[src/rtl/keyseq_pkg.sv]
// keyseq_pkg: shared types and constants for the keycode sequencer.
// Entry deltas are stored at TS_MAX_W bits; a sequencer built with a narrower
// TS_W zero-extends its deltas into this field.
package keyseq_pkg;

  localparam int TS_MAX_W = 16;

  typedef enum logic [1:0] {
    IDLE   = 2'd0,
    RECORD = 2'd1,
    PLAY   = 2'd2
  } seq_state_t;

  typedef struct packed {
    logic [7:0]          key;
    logic [TS_MAX_W-1:0] delta;
  } seq_entry_t;

  localparam logic [7:0] KEY_NONE   = 8'h00;
  localparam logic [7:0] KEY_OCT_UP = 8'h2C;
  localparam logic [7:0] KEY_OCT_DN = 8'h2D;

endpackage

[src/rtl/keyseq_if.sv]
// keyseq_if: keycode source/consumer side of the sequencer.
// master = controlling side (drives keys and commands), slave = sequencer.
// With KEYSEQ_LOOP_EN defined the bundle carries a loop enable.
interface keyseq_if #(
  parameter int DEPTH = 32
);
  localparam int CW = $clog2(DEPTH) + 1;

  logic [7:0]    keycode_in;
  logic          rec_start;
  logic          play_start;
  logic          stop;
`ifdef KEYSEQ_LOOP_EN
  logic          loop;
`endif
  logic [7:0]    keycode_out;
  logic          key_valid;
  logic [1:0]    state_o;
  logic [CW-1:0] count_o;
  logic          overflow;

  modport master (
`ifdef KEYSEQ_LOOP_EN
    output loop,
`endif
    output keycode_in, rec_start, play_start, stop,
    input  keycode_out, key_valid, state_o, count_o, overflow
  );

  modport slave (
`ifdef KEYSEQ_LOOP_EN
    input  loop,
`endif
    input  keycode_in, rec_start, play_start, stop,
    output keycode_out, key_valid, state_o, count_o, overflow
  );

endinterface

[src/rtl/keyseq_tick_gen.sv]
// keyseq_tick_gen: divides Clk by P into a one-cycle tick.
// clr restarts the count so the first tick lands P cycles after the clear.
module keyseq_tick_gen #(
  parameter int P = 10
) (
  input  logic Clk,
  input  logic Reset,
  input  logic clr,
  output logic tick
);

  localparam int PW = (P > 1) ? $clog2(P) : 1;
  localparam logic [PW-1:0] TC = PW'(P - 1);

  logic [PW-1:0] cnt_q, cnt_d;

  // next count and terminal-count tick
  always_comb begin
    tick  = !clr && (cnt_q == TC);
    cnt_d = cnt_q + 1'b1;
    if (clr || cnt_q == TC) cnt_d = '0;
  end

  // prescaler register
  always_ff @(posedge Clk) begin
    if (Reset) cnt_q <= '0;
    else       cnt_q <= cnt_d;
  end

endmodule

[src/rtl/keycode_sequencer.sv]
// keycode_sequencer: forwards live keycode presses as one-cycle events, records
// keycode changes with tick deltas, and replays them on the same timing.
// Build option KEYSEQ_LOOP_EN: adds a loop input that restarts playback from
// entry 0 instead of returning to IDLE.
//
// state  | meaning
// IDLE   | live presses forwarded; rec_start/play_start accepted
// RECORD | live presses forwarded; every keycode change stored with its delta
// PLAY   | live input muted; stored entries fired when their delta elapses
module keycode_sequencer
  import keyseq_pkg::*;
#(
  parameter int DEPTH   = 32,
  parameter int CLK_HZ  = 50_000_000,
  parameter int TICK_HZ = 1000,
  parameter int TS_W    = 16
) (
  input logic     Clk,
  input logic     Reset,
  keyseq_if.slave bus
);

  localparam int AW = $clog2(DEPTH);
  localparam int CW = AW + 1;
  localparam int P  = CLK_HZ / TICK_HZ;
  localparam logic [TS_W-1:0] DELTA_MAX = '1;

  seq_state_t    state_q, state_d;
  logic [7:0]    prev_key_q, prev_key_d;
  logic [7:0]    keycode_out_q, keycode_out_d;
  logic          key_valid_q, key_valid_d;
  logic [CW-1:0] count_q, count_d;
  logic [CW-1:0] idx_q, idx_d;
  logic          overflow_q, overflow_d;
  logic [TS_W-1:0] delta_q, delta_d;
  logic [TS_W-1:0] wait_q, wait_d;

  logic          tick, tick_clr;
  logic          live_ev, loop_en;
  logic          cmd_rec, cmd_play;
  logic          ram_we;
  logic [AW-1:0] ram_addr;
  seq_entry_t    ram_wdata;
  seq_entry_t    ram_q [DEPTH];
  seq_entry_t    rd_q;

`ifdef KEYSEQ_LOOP_EN
  assign loop_en = bus.loop;
`else
  assign loop_en = 1'b0;
`endif

  keyseq_tick_gen #(.P(P)) u_tick (
    .Clk   (Clk),
    .Reset (Reset),
    .clr   (tick_clr),
    .tick  (tick)
  );

  // next-state, edge detect, recording and playback decisions
  always_comb begin
    live_ev  = (bus.keycode_in != prev_key_q);
    cmd_rec  = (state_q == IDLE) && !bus.stop && bus.rec_start;
    cmd_play = (state_q == IDLE) && !bus.stop && !bus.rec_start &&
               bus.play_start && (count_q != '0);

    state_d        = state_q;
    prev_key_d     = bus.keycode_in;
    keycode_out_d  = KEY_NONE;
    count_d        = count_q;
    idx_d          = idx_q;
    overflow_d     = overflow_q;
    delta_d        = delta_q;
    wait_d         = wait_q;
    tick_clr       = 1'b0;
    ram_we         = 1'b0;
    ram_wdata.key   = bus.keycode_in;
    ram_wdata.delta = TS_MAX_W'(delta_q);

    if (state_q != PLAY && live_ev && bus.keycode_in != KEY_NONE)
      keycode_out_d = bus.keycode_in;

    if (tick && delta_q != DELTA_MAX) delta_d = delta_q + 1'b1;

    unique case (state_q)
      IDLE: begin
        if (cmd_rec) begin
          state_d    = RECORD;
          count_d    = '0;
          overflow_d = 1'b0;
          delta_d    = '0;
          tick_clr   = 1'b1;
        end else if (cmd_play) begin
          state_d  = PLAY;
          idx_d    = '0;
          wait_d   = '0;
          tick_clr = 1'b1;
        end
      end
      RECORD: begin
        if (bus.stop) begin
          state_d = IDLE;
        end else if (live_ev) begin
          if (count_q == CW'(DEPTH)) begin
            overflow_d = 1'b1;
            state_d    = IDLE;
          end else begin
            ram_we  = 1'b1;
            count_d = count_q + 1'b1;
            // a tick landing on the write cycle belongs to the next delta
            delta_d = tick ? TS_W'(1) : '0;
          end
        end
      end
      PLAY: begin
        if (bus.stop) begin
          state_d = IDLE;
        end else if (rd_q.delta == TS_MAX_W'(wait_q)) begin
          keycode_out_d = rd_q.key;
          wait_d        = tick ? TS_W'(1) : '0;
          if (idx_q + 1'b1 == count_q) begin
            idx_d = '0;
            if (!loop_en) state_d = IDLE;
          end else begin
            idx_d = idx_q + 1'b1;
          end
        end else if (tick) begin
          wait_d = wait_q + 1'b1;
        end
      end
      default: state_d = IDLE;
    endcase

    // writes go to the next free slot; otherwise read ahead for the next idx
    ram_addr    = ram_we ? count_q[AW-1:0] : idx_d[AW-1:0];
    key_valid_d = (keycode_out_d != KEY_NONE);
  end

  // FSM and output registers
  always_ff @(posedge Clk) begin
    if (Reset) begin
      state_q       <= IDLE;
      prev_key_q    <= KEY_NONE;
      keycode_out_q <= KEY_NONE;
      key_valid_q   <= 1'b0;
      count_q       <= '0;
      idx_q         <= '0;
      overflow_q    <= 1'b0;
      delta_q       <= '0;
      wait_q        <= '0;
    end else begin
      state_q       <= state_d;
      prev_key_q    <= prev_key_d;
      keycode_out_q <= keycode_out_d;
      key_valid_q   <= key_valid_d;
      count_q       <= count_d;
      idx_q         <= idx_d;
      overflow_q    <= overflow_d;
      delta_q       <= delta_d;
      wait_q        <= wait_d;
    end
  end

  // single-port event buffer, contents not reset
  always_ff @(posedge Clk) begin
    if (ram_we) ram_q[ram_addr] <= ram_wdata;
    rd_q <= ram_q[ram_addr];
  end

  assign bus.keycode_out = keycode_out_q;
  assign bus.key_valid   = key_valid_q;
  assign bus.state_o     = state_q;
  assign bus.count_o     = count_q;
  assign bus.overflow    = overflow_q;

endmodule

[src/flat_wrapper.sv]
// flat-port wrapper written by rule: the top's interface ports become plain ports
module keycode_sequencer_flat import keyseq_pkg::*;
#(
  parameter int DEPTH   = 32,
  parameter int CLK_HZ  = 50_000_000,
  parameter int TICK_HZ = 1000,
  parameter int TS_W    = 16
)
  (Clk, Reset, bus_keycode_in, bus_rec_start, bus_play_start, bus_stop, bus_keycode_out, bus_key_valid, bus_state_o, bus_count_o, bus_overflow);
  keyseq_if #(.DEPTH(DEPTH)) bus_i ();
  input logic Clk;
  input logic Reset;
  input wire logic [$bits(bus_i.keycode_in)-1:0] bus_keycode_in;
  input wire logic [$bits(bus_i.rec_start)-1:0] bus_rec_start;
  input wire logic [$bits(bus_i.play_start)-1:0] bus_play_start;
  input wire logic [$bits(bus_i.stop)-1:0] bus_stop;
  output wire logic [$bits(bus_i.keycode_out)-1:0] bus_keycode_out;
  output wire logic [$bits(bus_i.key_valid)-1:0] bus_key_valid;
  output wire logic [$bits(bus_i.state_o)-1:0] bus_state_o;
  output wire logic [$bits(bus_i.count_o)-1:0] bus_count_o;
  output wire logic [$bits(bus_i.overflow)-1:0] bus_overflow;
  assign bus_i.keycode_in = bus_keycode_in;
  assign bus_i.rec_start = bus_rec_start;
  assign bus_i.play_start = bus_play_start;
  assign bus_i.stop = bus_stop;
  assign bus_keycode_out = bus_i.keycode_out;
  assign bus_key_valid = bus_i.key_valid;
  assign bus_state_o = bus_i.state_o;
  assign bus_count_o = bus_i.count_o;
  assign bus_overflow = bus_i.overflow;
  keycode_sequencer #(.DEPTH(DEPTH), .CLK_HZ(CLK_HZ), .TICK_HZ(TICK_HZ), .TS_W(TS_W)) u_core (.Clk(Clk), .Reset(Reset), .bus(bus_i));
endmodule
[config.mk]
export PLATFORM = sky130hd
export DESIGN_NAME = keycode_sequencer_flat
export DESIGN_NICKNAME = d
export VERILOG_FILES = /design/src/rtl/keyseq_pkg.sv /design/src/rtl/keyseq_if.sv /design/src/rtl/keyseq_tick_gen.sv /design/src/rtl/keycode_sequencer.sv /design/src/flat_wrapper.sv
export SDC_FILE = /design/constraint.sdc
export NUM_CORES = 1
export LEC_CHECK = 0
export BUFFER_PORTS_ARGS = -buffer_cell sky130_fd_sc_hd__buf_2
export CAP_MARGIN = 20
export CELL_PAD_IN_SITES_DETAIL_PLACEMENT = 1
export CELL_PAD_IN_SITES_GLOBAL_PLACEMENT = 2
export CORE_MARGIN = 8
export CORE_UTILIZATION = 41
export DETAILED_ROUTE_END_ITERATION = 10
export GPL_ROUTABILITY_DRIVEN = 0
export GPL_TIMING_DRIVEN = 0
export MAX_ROUTING_LAYER = met4
export PLACE_DENSITY = 0.83
export SYNTH_ARGS = -nofsm -noshare
export SYNTH_HDL_FRONTEND = slang
export SYNTH_SLANG_ARGS = --single-unit
[constraint.sdc]
create_clock -name Clk -period 4.6 [get_ports Clk]
set_input_delay 0.46 -clock Clk [delete_from_list [all_inputs] [get_ports Clk]]
set_output_delay 0.46 -clock Clk [all_outputs]
set_load 0.005 [all_outputs]
==> impl_metrics.ini <==
[grt]
grt_overflow = 0
antenna_found_initial = 7
grt_max_degree = 38
grt_usage_pct = 26.3
grt_pass1_vias = 25300
grt_pass1_wl_um = 176000

[setup_path]
rrSetupSlack_ps = -70
worstSetupEndpoint = u_core.rd_q[18]
path_buf_inv = 5
cp-end-kind = flip-flop
crit_path_start_kind = flip-flop
cp_slowest_cell = a22oi_1
critPathMaxStageDelay_ps = 520
crit_top_cell = buf_4
crit_cells = 14
path_class = reg -> reg
reg2reg_to = u_core.rd_q[18]
crit_arrival_ps = 5080
worstReg2RegStart = u_core.bus.count_o[1]
crit_family = compound AO/OA/AOI/OAI gates
path_max_fanout = 10
critPathRequiredTime_ps = 5010
worst-r2r-cell-count = 14
critPathLaunch = u_core.bus.count_o[1]
worstPathCellList = clkbuf_2, inv_4, ha_1, nor4b_2, a21boi_1, a21oi_2, a21oi_1, a32oi_4, buf_4, buf_4, buf_2, a32oi_1, a22oi_1, nand4_1

[floorplan]
die_y_um = 306
start_util_pct = 41.3
core_area_sq_mm = 0.0836
die_w_um = 306
io_pins = 31
dieArea_sq_mm = 0.0937
rows = 106

[layout]
layout_common_cells = edfxtp_1 (768), nand2_1 (615), a21oi_1 (211), a32oi_1 (192), buf_2 (155)
utilization_pct = 48.6
design_area_sq_mm = 0.0406
layout-drive-gt1-share_pct = 16.5
area_growth_pct = 17.7
n_fill_cell = 8325
final_cell_count_no_fill = 3933
layout_commonest_cell = edfxtp_1
finalNetCount = 2795

[synthesis]
synth_area_sq_mm = 0.0345
syn_area_per_cell_sq_um = 13.4
async_flop_share_pct = 0
synth_edf_count = 768
yosysSeqAreaShare_pct = 72.8
ys_types = 60
yosysWarningCount = 0
synthCells = 2577
synth-seq-cells = 872
syn_nets = 2596
synthFlopType = edfxtp_1

[timing]
report.final.slew_viol_count = 0
finalCriticalPeriod_ps = 4670
hold_viol_final = 0
max-slew-margin-rel_pct = 23.1
tightestPinTransition_ps = 1150
worst_slack_ps = -67.0
fin_crit_sh_pct = 101
setup_violations = 2
timing.hold.ws_ps = 284
fmax_mhz = 214
clock_skew_ps = 51.5

[placed_design]
io_buffers = 30
dpl_cell_area_sq_mm = 0.0368
dp_hpwl_um = 77400
dp.cells = 3708

[clocking]
cts_sinks = 872
cts_buffers = 92
clk_pin_slew_ps = 60
clock_latency_ps = 670
cts_tree = yes
htreeDepth = 3
cts_root_buffer = clkbuf_16
holdBufCountCts = 0
clockBufferDepth = 3

[routing]
wl_per_cell_um = 31.4
wl_um = 123000
route.detailed.drc = 0
drt_iter0_drc = 2889
vias = 24500
antenna_left = 0
firstDrtPassIters = 6
viasPerCell = 6.23

[pwr]
switchingPower_uw = 3560
p_seq_share_pct = 51.1
power_density_mw_per_mm2 = 413
combPwrFrac_pct = 2.8
clkPwrFrac_pct = 46.1
leakage_uw = 0.0135
p_int_uw = 13200
ir_drop_v = 0.000281
switching_share_pct = 21.2

[job]
cap_violations = 0

[hold_path]
hold_start = bus_rec_start
hold_path.class = in -> reg

[run_status]
failed_checks = negative setup slack
status = finished, violations left
[synthesized netlist by cell type, types with 4 or more instances]
| cell type | n | area share, % |
|---|---|---|
| nor4_1 | 11 | 0.20 |
| o211a_1 | 5 | 0.14 |
| nor2_1 | 90 | 0.98 |
| xor2_1 | 37 | 0.94 |
| buf_6 | 10 | 0.33 |
| dfxtp_1 | 104 | 6.0 |
| xnor2_1 | 31 | 0.79 |
| nand4_1 | 31 | 0.56 |
| a21oi_1 | 212 | 3.1 |
| nor2b_1 | 28 | 0.51 |
| nand3_1 | 37 | 0.54 |
| a22oi_1 | 98 | 2.1 |
| nand2_1 | 617 | 6.7 |
| o211ai_1 | 6 | 0.13 |
| nand4b_1 | 4 | 0.10 |
| clkbuf_1 | 23 | 0.25 |
| nor3_1 | 17 | 0.25 |
| and3_1 | 19 | 0.34 |
| and4_1 | 4 | 0.10 |
| or3_1 | 9 | 0.16 |
| buf_2 | 131 | 1.9 |
| edfxtp_1 | 768 | 67 |
| ha_1 | 6 | 0.22 |
| nand2b_1 | 9 | 0.16 |
| o21ai_0 | 13 | 0.19 |
| a32oi_1 | 192 | 4.9 |
| inv_1 | 10 | 0.11 |
| a31oi_1 | 4 | 0.072 |
| mux2i_1 | 5 | 0.14 |
[worst register-to-register path: cells and delay by family (launching register included)]
kind / cells / cell delay (ps)
AOI/OAI and AO/OA: 6 / 1870
buffers and inverters: 5 / 1380
and+or+nand+nor: 2 / 690
DFF: 1 / 330
adders and majority gates: 1 / 190
[worst min path at each step]
stage / end / slack (ps) / cells past startpoint
after CTS: u_core.delta_q[0] / 250 / 4
after detailed placement: u_core.u_tick.cnt_q[0] / 450 / 1
final: u_core.delta_q[0] / 280 / 4
after global placement: u_core.u_tick.cnt_q[0] / 430 / 1
after floorplan: u_core.u_tick.cnt_q[0] / 420 / 1
after global routing: u_core.delta_q[0] / 320 / 4
[final cells by class]
cell class                 count  area, sq um  share of cell area [%]
sequential                   872        25200                    61.9
multi-input combinational   1544         9010                    22.2
clock buffer                 111         2460                    6.05
tap                         1080         1350                    3.33
timing repair buffer          88         1040                    2.55
buffer                       167          896                    2.21
clock inverter                57          662                    1.63
inverter                      11         47.5                   0.117
antenna                        3         7.51                  0.0185
[timing repair]
| action | 4_1_cts | 5_1_grt |
|---|---|---|
| cloned | 15 | 2 |
| gates resized for setup | 33 | 19 |
| buffers inserted | 34 | 0 |
| pin swaps | 8 | 0 |
| setup endpoints to repair | 788 | 321 |
[logic make-up (layout without fill, tap and decap cells)]
| kind of cell | count (synthesis) | after routing | synth area share [%] |
|---|---|---|---|
| buffers and inverters | 178 | 434 | 2.66 |
| other | 0 | 3 | 0 |
| adder cells (fa/ha/maj) | 6 | 6 | 0.217 |
| AO/OA/AOI/OAI | 561 | 561 | 11.5 |
| multiplexers | 5 | 5 | 0.145 |
| flip-flops | 872 | 872 | 72.8 |
| XOR/XNOR | 68 | 68 | 1.73 |
| AND/OR/NAND/NOR | 887 | 904 | 10.9 |
[through the flow]
| stage | setup WS [ps] | power (uW) | setup TNS [ps] |
|---|---|---|---|
| final | -67.0 | 16800 | -68.9 |
| after global routing | -10.3 | 17100 | -10.7 |
| after CTS | -24.0 | 16800 | -633 |
| after detailed placement | -1040 | 9190 | -490300 |
| after global placement | -2810 | 9170 | -1363970 |
| after floorplan | 118 | 8950 | 0 |
[power by group through the flow]
stage	Sequential (uW)	Clock [uW]	Combinational (uW)
floorplan	8750	0	209
global placement	8750	0	417
detailed placement	8750	0	436
CTS	8580	7790	450
global route	8580	8060	483
finish	8580	7730	469
[metal layers]
| layer | vias to the layer above | track usage (%) | part of all wire [%] |
|---|---|---|---|
| li1 | 10200 | - | - |
| met1 | 12500 | 31.6 | 38 |
| met2 | 1400 | 41.5 | 46 |
| met3 | 362 | 5.87 | 9.7 |
| met4 | 0 | 13.8 | 6.1 |
| met5 | - | - | 0 |
[registers in the layout (all words and copies together), names as in the netlist]
signal                  count
u_core.bus.count_o          6
u_core.bus.key_valid        1
u_core.bus.keycode_out      8
u_core.bus.overflow         1
u_core.bus.state_o          2
u_core.delta_q             16
u_core.idx_q                6
u_core.prev_key_q           8
u_core.ram_q              768
u_core.rd_q                24
u_core.u_tick.cnt_q        16
u_core.wait_q              16
Note: power is estimated with default switching activity, not from simulation.
